===== src/rtl/xintf_cmd_fetch.sv =====
// Fetches a WORD_CNT-word frame from the XINTF write BRAM and streams it on a valid/ready port.
// Optional stale-frame skip on a repeated sequence word: define XINTF_FETCH_SEQ_CHECK_EN.
module xintf_cmd_fetch #(
   parameter int unsigned ADDR_W    = 9,
   parameter int unsigned DATA_W    = 16,
   parameter int unsigned BASE_ADDR = 0,
   parameter int unsigned WORD_CNT  = 32,
   parameter int unsigned RD_LAT    = 1
) (
   input  logic                        i_clk,
   input  logic                        i_rst,
   input  logic                        i_start,
   output logic                        o_busy,
   output logic                        o_ram_clk,
   output logic [ADDR_W-1:0]           o_ram_addr,
   output logic                        o_ram_ce,
   output logic                        o_ram_we,
   output logic [DATA_W-1:0]           o_ram_din,
   output logic                        o_ram_rst,
   input  logic [DATA_W-1:0]           i_ram_dout,
   output logic [DATA_W-1:0]           o_m_data,
   output logic [$clog2(WORD_CNT)-1:0] o_m_idx,
   output logic                        o_m_valid,
   output logic                        o_m_last,
   input  logic                        i_m_ready,
   output logic                        o_frame_done,
   output logic [15:0]                 o_frame_cnt,
   output logic                        o_stale
);

   localparam int unsigned IDX_W = $clog2(WORD_CNT);
   localparam int unsigned LAT_W = 2;
   localparam int unsigned CNT_W = 16;
   localparam logic [IDX_W-1:0]  LAST_IDX = IDX_W'(WORD_CNT - 1);
   localparam logic [ADDR_W-1:0] BASE     = ADDR_W'(BASE_ADDR);
   localparam longint unsigned   ADDR_SPAN = 64'd1 << ADDR_W;

   // Frame must fit the address space without wrapping.
   generate
      if (64'(BASE_ADDR) + 64'(WORD_CNT) > ADDR_SPAN) begin : g_bad_range
         $error("xintf_cmd_fetch: BASE_ADDR+WORD_CNT-1 exceeds the address space");
      end
      if (WORD_CNT < 2 || RD_LAT < 1 || RD_LAT > 2) begin : g_bad_cfg
         $error("xintf_cmd_fetch: WORD_CNT must be >= 2 and RD_LAT 1 or 2");
      end
   endgenerate

   typedef enum logic [2:0] {S_IDLE, S_RD, S_WAIT, S_OUT, S_DONE} state_t;

   state_t              state_q, state_d;
   logic [IDX_W-1:0]    idx_q, idx_d;
   logic [LAT_W-1:0]    lat_q, lat_d;
   logic [DATA_W-1:0]   data_q, data_d;
   logic                valid_q, valid_d;
   logic                last_q, last_d;
   logic                busy_q, busy_d;
   logic                ce_q, ce_d;
   logic [ADDR_W-1:0]   addr_q, addr_d;
   logic                done_q, done_d;
   logic [CNT_W-1:0]    frame_cnt_q, frame_cnt_d;
`ifdef XINTF_FETCH_SEQ_CHECK_EN
   logic                stale_q, stale_d;
   logic [DATA_W-1:0]   word0_q, word0_d;
   logic [DATA_W-1:0]   last_seq_q, last_seq_d;
   logic                seq_valid_q, seq_valid_d;
`endif

   // Next state, counters and the registered-output images of the next state.
   always_comb begin
      state_d     = state_q;
      idx_d       = idx_q;
      lat_d       = lat_q;
      data_d      = data_q;
      frame_cnt_d = frame_cnt_q;
`ifdef XINTF_FETCH_SEQ_CHECK_EN
      stale_d     = 1'b0;
      word0_d     = word0_q;
      last_seq_d  = last_seq_q;
      seq_valid_d = seq_valid_q;
`endif
      case (state_q)
         S_IDLE: begin
            if (i_start) begin
               state_d = S_RD;
               idx_d   = '0;
            end
         end
         S_RD: begin
            state_d = S_WAIT;
            lat_d   = LAT_W'(RD_LAT);
         end
         S_WAIT: begin
            if (lat_q == LAT_W'(1)) begin
               data_d  = i_ram_dout;
               state_d = S_OUT;
`ifdef XINTF_FETCH_SEQ_CHECK_EN
               // Word 0 carries the DSP sequence number; a repeat means nothing new to send.
               if (idx_q == '0) begin
                  word0_d = i_ram_dout;
                  if (seq_valid_q && (i_ram_dout == last_seq_q)) begin
                     state_d = S_IDLE;
                     stale_d = 1'b1;
                  end
               end
`endif
            end else begin
               lat_d = lat_q - LAT_W'(1);
            end
         end
         S_OUT: begin
            if (i_m_ready) begin
               if (idx_q == LAST_IDX) begin
                  state_d     = S_DONE;
                  frame_cnt_d = frame_cnt_q + CNT_W'(1);
               end else begin
                  idx_d   = idx_q + IDX_W'(1);
                  state_d = S_RD;
               end
            end
         end
         S_DONE: begin
            state_d = S_IDLE;
`ifdef XINTF_FETCH_SEQ_CHECK_EN
            last_seq_d  = word0_q;
            seq_valid_d = 1'b1;
`endif
         end
         default: state_d = S_IDLE;
      endcase

      valid_d = (state_d == S_OUT);
      last_d  = valid_d && (idx_d == LAST_IDX);
      busy_d  = (state_d != S_IDLE);
      ce_d    = (state_d == S_RD);
      addr_d  = ce_d ? (BASE + ADDR_W'(idx_d)) : '0;
      done_d  = (state_d == S_DONE);
   end

   always_ff @(posedge i_clk) begin
      if (i_rst) begin
         state_q     <= S_IDLE;
         idx_q       <= '0;
         lat_q       <= '0;
         data_q      <= '0;
         valid_q     <= 1'b0;
         last_q      <= 1'b0;
         busy_q      <= 1'b0;
         ce_q        <= 1'b0;
         addr_q      <= '0;
         done_q      <= 1'b0;
         frame_cnt_q <= '0;
`ifdef XINTF_FETCH_SEQ_CHECK_EN
         stale_q     <= 1'b0;
         word0_q     <= '0;
         last_seq_q  <= '0;
         seq_valid_q <= 1'b0;
`endif
      end else begin
         state_q     <= state_d;
         idx_q       <= idx_d;
         lat_q       <= lat_d;
         data_q      <= data_d;
         valid_q     <= valid_d;
         last_q      <= last_d;
         busy_q      <= busy_d;
         ce_q        <= ce_d;
         addr_q      <= addr_d;
         done_q      <= done_d;
         frame_cnt_q <= frame_cnt_d;
`ifdef XINTF_FETCH_SEQ_CHECK_EN
         stale_q     <= stale_d;
         word0_q     <= word0_d;
         last_seq_q  <= last_seq_d;
         seq_valid_q <= seq_valid_d;
`endif
      end
   end

   assign o_busy       = busy_q;
   assign o_ram_clk    = i_clk;
   assign o_ram_addr   = addr_q;
   assign o_ram_ce     = ce_q;
   assign o_ram_we     = 1'b0;
   assign o_ram_din    = '0;
   assign o_ram_rst    = 1'b0;
   assign o_m_data     = data_q;
   assign o_m_idx      = idx_q;
   assign o_m_valid    = valid_q;
   assign o_m_last     = last_q;
   assign o_frame_done = done_q;
   assign o_frame_cnt  = frame_cnt_q;
`ifdef XINTF_FETCH_SEQ_CHECK_EN
   assign o_stale      = stale_q;
`else
   assign o_stale      = 1'b0;
`endif

endmodule


===== config.mk =====
export PLATFORM = sky130hd
export DESIGN_NAME = xintf_cmd_fetch
export DESIGN_NICKNAME = d
export VERILOG_FILES = /design/src/rtl/xintf_cmd_fetch.sv
export SDC_FILE = /design/constraint.sdc
export NUM_CORES = 1
export LEC_CHECK = 0
export BUFFER_PORTS_ARGS = -buffer_cell sky130_fd_sc_hd__buf_2
export CAP_MARGIN = 15
export CORE_ASPECT_RATIO = 0.9
export CORE_UTILIZATION = 25
export CTS_BUF_LIST = sky130_fd_sc_hd__clkbuf_8
export DETAILED_ROUTE_END_ITERATION = 12
export PLACE_DENSITY = 0.56
export SLEW_MARGIN = 20
export SYNTH_ARGS = -nofsm -noshare
export SYNTH_HDL_FRONTEND = slang
export SYNTH_SLANG_ARGS = --single-unit

===== constraint.sdc =====
create_clock -name i_clk -period 2.9 [get_ports i_clk]
set_clock_uncertainty 0.15 [all_clocks]
set_input_delay 0.58 -clock i_clk [delete_from_list [all_inputs] [get_ports i_clk]]
set_output_delay 0.58 -clock i_clk [all_outputs]
set_load 0.05 [all_outputs]

# Yosys cells after proc, flatten, opt, wreduce, memory -nomap -nowiden
# Cells that the tools add are included.
# word_totals
regBits	56
inputBits	20
output_inout_bits	71
word_cells	45
# classes
addsub	3
eq_ne	10
muxes	11
bitwise	1
n_reduce_logical	8
# ops
cell	count
adder 16 x 1 -> 16 bit, second input constant	1
two-way mux 5 bit	3
two-way mux 3 bit	4
one-hot mux 3 bit (4 select lines)	1
== test 5 bit, second input constant	2
one-hot mux 5 bit (2 select lines)	1
== test 3 x 2 -> 1 bit, second input constant	3
== test 3 x 1 -> 1 bit, second input constant	2
adder 5 x 1 -> 5 bit, second input constant	1
one-hot mux 2 bit (2 select lines)	1
AND reduction 2 bit	2
== test 3 bit, second input constant	1
zero test 3 bit	1
AND reduction 3 bit	1
nonzero test 3 bit	1
== test 2 x 1 -> 1 bit, second input constant	1
two-way mux 2 bit	1
!= test 2 bit, second input constant	1
nonzero test 2 bit	1
OR reduction 2 bit	1
subtractor 2 x 1 -> 2 bit, second input constant	1
logical AND 1 bit	1
NOT 1 bit	1

# Logic depth before layout (Yosys ltp)
# logic_depth
word_depth	7
depth_mapped	7
mapped_depth_nobuf	6

==> key figures <==
STA
  – Final Hold Vio Count: 0
  – Final setup fails: 0
  – Setup TNS: 0 ns
  – Rel. slew slack: 0.5419
  – PnR worst setup slack: ~0.28 ns
  – Final slew viol count: 0
  – Unrepaired setup endpoints after global routing: no
  – Worst-margin pin slew: between 0.6 and 0.7 ns
  – Hold WS: between 0.2 and 0.25 ns

Power
  – Pint: between 1 and 1.5 mW
  – Maximum VDD drop: about 0.45 mV
  – Logic pwr share: 0.122
  – Sw Ratio: 0.3043
  – P_leak: around 1.2 nW
  – NetSw: 0.4935 mW
  – Clock share of power: 0.419
  – Reg power frac: 0.459
  – Pwr per Cell Area: 574.2 nW/um^2

Cells and area
  – Fillers: 1000
  – Layout Cells excl Fill: approximately 470
  – Post-route cell area: around 2800 sq um
  – # diodes: 0
  – Nets: 365
  – P&R area growth vs syn: 21.28%
  – Share of layout cells above drive strength 1: 0.2507
  – Area occupied by multi-input gates: 1086 sq um
  – Sequential cell area: 1041 sq um

Floorplanning
  – Die area: between 9000 and 10000 sq um
  – Core footprint: 9084 sq um
  – Die width: 103.7 microns
  – Num rows: 33
  – Die extent in y: 93.56 microns
  – Initial Util: 0.2563
  – IO Pins: 91

Logic synthesis
  – Sequential cell area fraction in the yosys report: 0.4471
  – Synthesized area: about 2300 sq um
  – Most frequent cell after synthesis: dfxtp_1
  – Post-synth EDFFs: 0
  – Synth Warn #: 0
  – Ys async rst share: 0
  – Synth unique cells: 38
  – Cells after Synth: around 280
  – Top_reg_cell synth: dfxtp_1
  – Top cells by area, synth: dfxtp_1 (45%), buf_4 (8.1%), a21oi_1 (7.1%), nand2_1 (6.9%), nor2_1 (2.9%)
  – FF+latch count, synth: 52
  – Post-synth top area cell: dfxtp_1
  – Top post-synthesis cells by count: dfxtp_1 (52), nand2_1 (43), a21oi_1 (33)
  – Top-area cell type share of the netlist area: 0.4471
  – Syn_area_per_cell: 8.286 sq um

Worst setup path
  – R2r setup slk: about 0.33 ns
  – Reg2reg start: o_m_idx[0]
  – Slowest CP cell: buf_2
  – Worst-path maximum fanout: 2
  – Crit. End Element: output port
  – Critical Path RT: 2.17 ns
  – Reg2Reg Depth: 5
  – Critical-path cell list: clkbuf_8 > clkbuf_8 > buf_2
  – Critical R2R Capture: o_frame_cnt[15]
  – WS Path Type: clk2out
  – CP startpoint: i_clk
  – Max incr delay on CP: 0.20 ns
  – Crit start category: clock port
  – Arr. time, crit path: roughly 1.9 ns
  – Most frequent CP cell: clkbuf_8

Global routing
  – Number of global-route vias before repair: approximately 1800
  – Largest net degree at the start of global routing: 45
  – First-pass GRT wire length: approximately 8.6 mm
  – Grt ovf: 0
  – GRT Util Overall: 0.1163
  – Initial antenna violation count: 0

Detailed routing
  – Routed WL: about 5.5 mm
  – Routed Antenna Nets: 0
  – WL per Instance: ~12 microns
  – Residual DRC: 0
  – DRT iter0 DRCs: 51
  – Drt first pass iters: 4
  – Vias: 2092
  – Vias/cell: between 4 and 5

Clocking
  – CTS tree: built
  – Clk slew on worst S/H paths: about 0.09 ns
  – PostCTS Resize Cnt: 0
  – Clk_lat worst skew: 0.41 ns
  – CTS hold repair buffers: 0
  – Setup Fix Bufs, Post-CTS: 0

Status
  – Status: finished, final reports clean

Place
  – Port Buf Inserts: 67
  – Final HPWL DP: 3.734 mm
  – Placed Area: 2671 sq um
  – GPL Wtd Cong: 0.7559
  – Place WS: between 0.3 and 0.4 ns
  – Post-Place Cells: around 450

Hold path
  – Hold Path End: o_m_data[14]
  – Worst min-delay path class: in2reg
  – Hold_sp: i_ram_dout[14]
  – Hold depth: 3

Flow run
  – Max-cap violation count: 0
[layout make-up]
cell class              instances  share of cell area
clock buffers                   9             0.04076
clock inverters                 3             0.01506
inverters                       7            0.009304
multi-input cells             202              0.3846
flip-flops and latches         52              0.3686
well taps                     122             0.05405
repair buffers                 70              0.1276
[power by group through the flow]
stage	logic [mW]	registers (mW)	clock network (mW)
after floorplan	0.158	0.784	0.0743
after global placement	0.195	0.760	0.0658
after detailed placement	0.197	0.760	0.0658
after CTS	0.198	0.744	0.711
after global routing	0.212	0.747	0.745
final	0.198	0.744	0.680
[worst max path at each step]
stage	endpoint	slack (ns)	depth (start not counted)
finish	o_ram_clk	0.28	3
detailed placement	o_frame_cnt[15]	0.35	5
CTS	o_ram_clk	0.28	3
global route	o_frame_cnt[15]	0.14	5
global placement	o_frame_cnt[15]	0.42	5
floorplan	o_frame_cnt[15]	0.25	7
[layer usage]
layer | share of wire | vias up | track usage | routed length, microns
met4 | 0.023 | 0 | 0.06786 | 126
met3 | 0.053 | 14 | 0.04460 | 295
li1 | - | 1046 | - | -
met5 | 0 | - | 0 | 0
met2 | 0.41 | 60 | 0.1633 | 2293
met1 | 0.51 | 972 | 0.1505 | 2825
[kinds of logic (layout without fill, tap and decap cells)]
family                     count (synthesis)  in the layout  synth area share
adders and majority gates                  3              3           0.01612
buffers and inverters                     49             89            0.1220
AOI/OAI and AO/OA                         58             58            0.1429
DFF                                       52             52            0.4471
muxes                                      1              1          0.004836
other                                      1             23          0.001610
xor gates and xnor gates                   7              7           0.02633
and+or+nand+nor                          110            110            0.2391
[through the flow]
step,power (mW),util
floorplan,1.017,-
global placement,1.020,0.2941
detailed placement,1.023,0.2941
CTS,1.653,0.3109
global route,1.704,0.3109
finish,1.622,0.3109
[registers in the layout (all words and copies together), names as in the netlist]
name	flops
o_m_idx	5
state_q	3
o_busy	1
o_ram_ce	1
o_m_data	16
lat_q	2
o_m_valid	1
o_frame_cnt	16
o_m_last	1
o_ram_addr	5
o_frame_done	1
[critical path, delay by kind of cell]
| family | cells | cell delay (ns) |
|---|---|---|
| buffers and inverters | 3 | 0.43 |
[layout by cell type (no fill, tap or decap), types with 3 or more instances in the layout]
| cell type | count |
|---|---|
| dfxtp_1 | 52 |
| nand3_1 | 8 |
| buf_4 | 4 |
| clkbuf_8 | 8 |
| ha_1 | 3 |
| a21oi_1 | 33 |
| or3_1 | 7 |
| nand4_1 | 3 |
| o21ai_0 | 12 |
| conb_1 | 23 |
| xnor2_1 | 6 |
| or4_1 | 5 |
| buf_2 | 67 |
| and3_1 | 4 |
| nor3_1 | 7 |
| nor2_1 | 18 |
| nor4_1 | 4 |
| a211oi_1 | 3 |
| inv_1 | 7 |
| nand2_1 | 43 |
No activity file was read; power rests on OpenSTA's default activity.
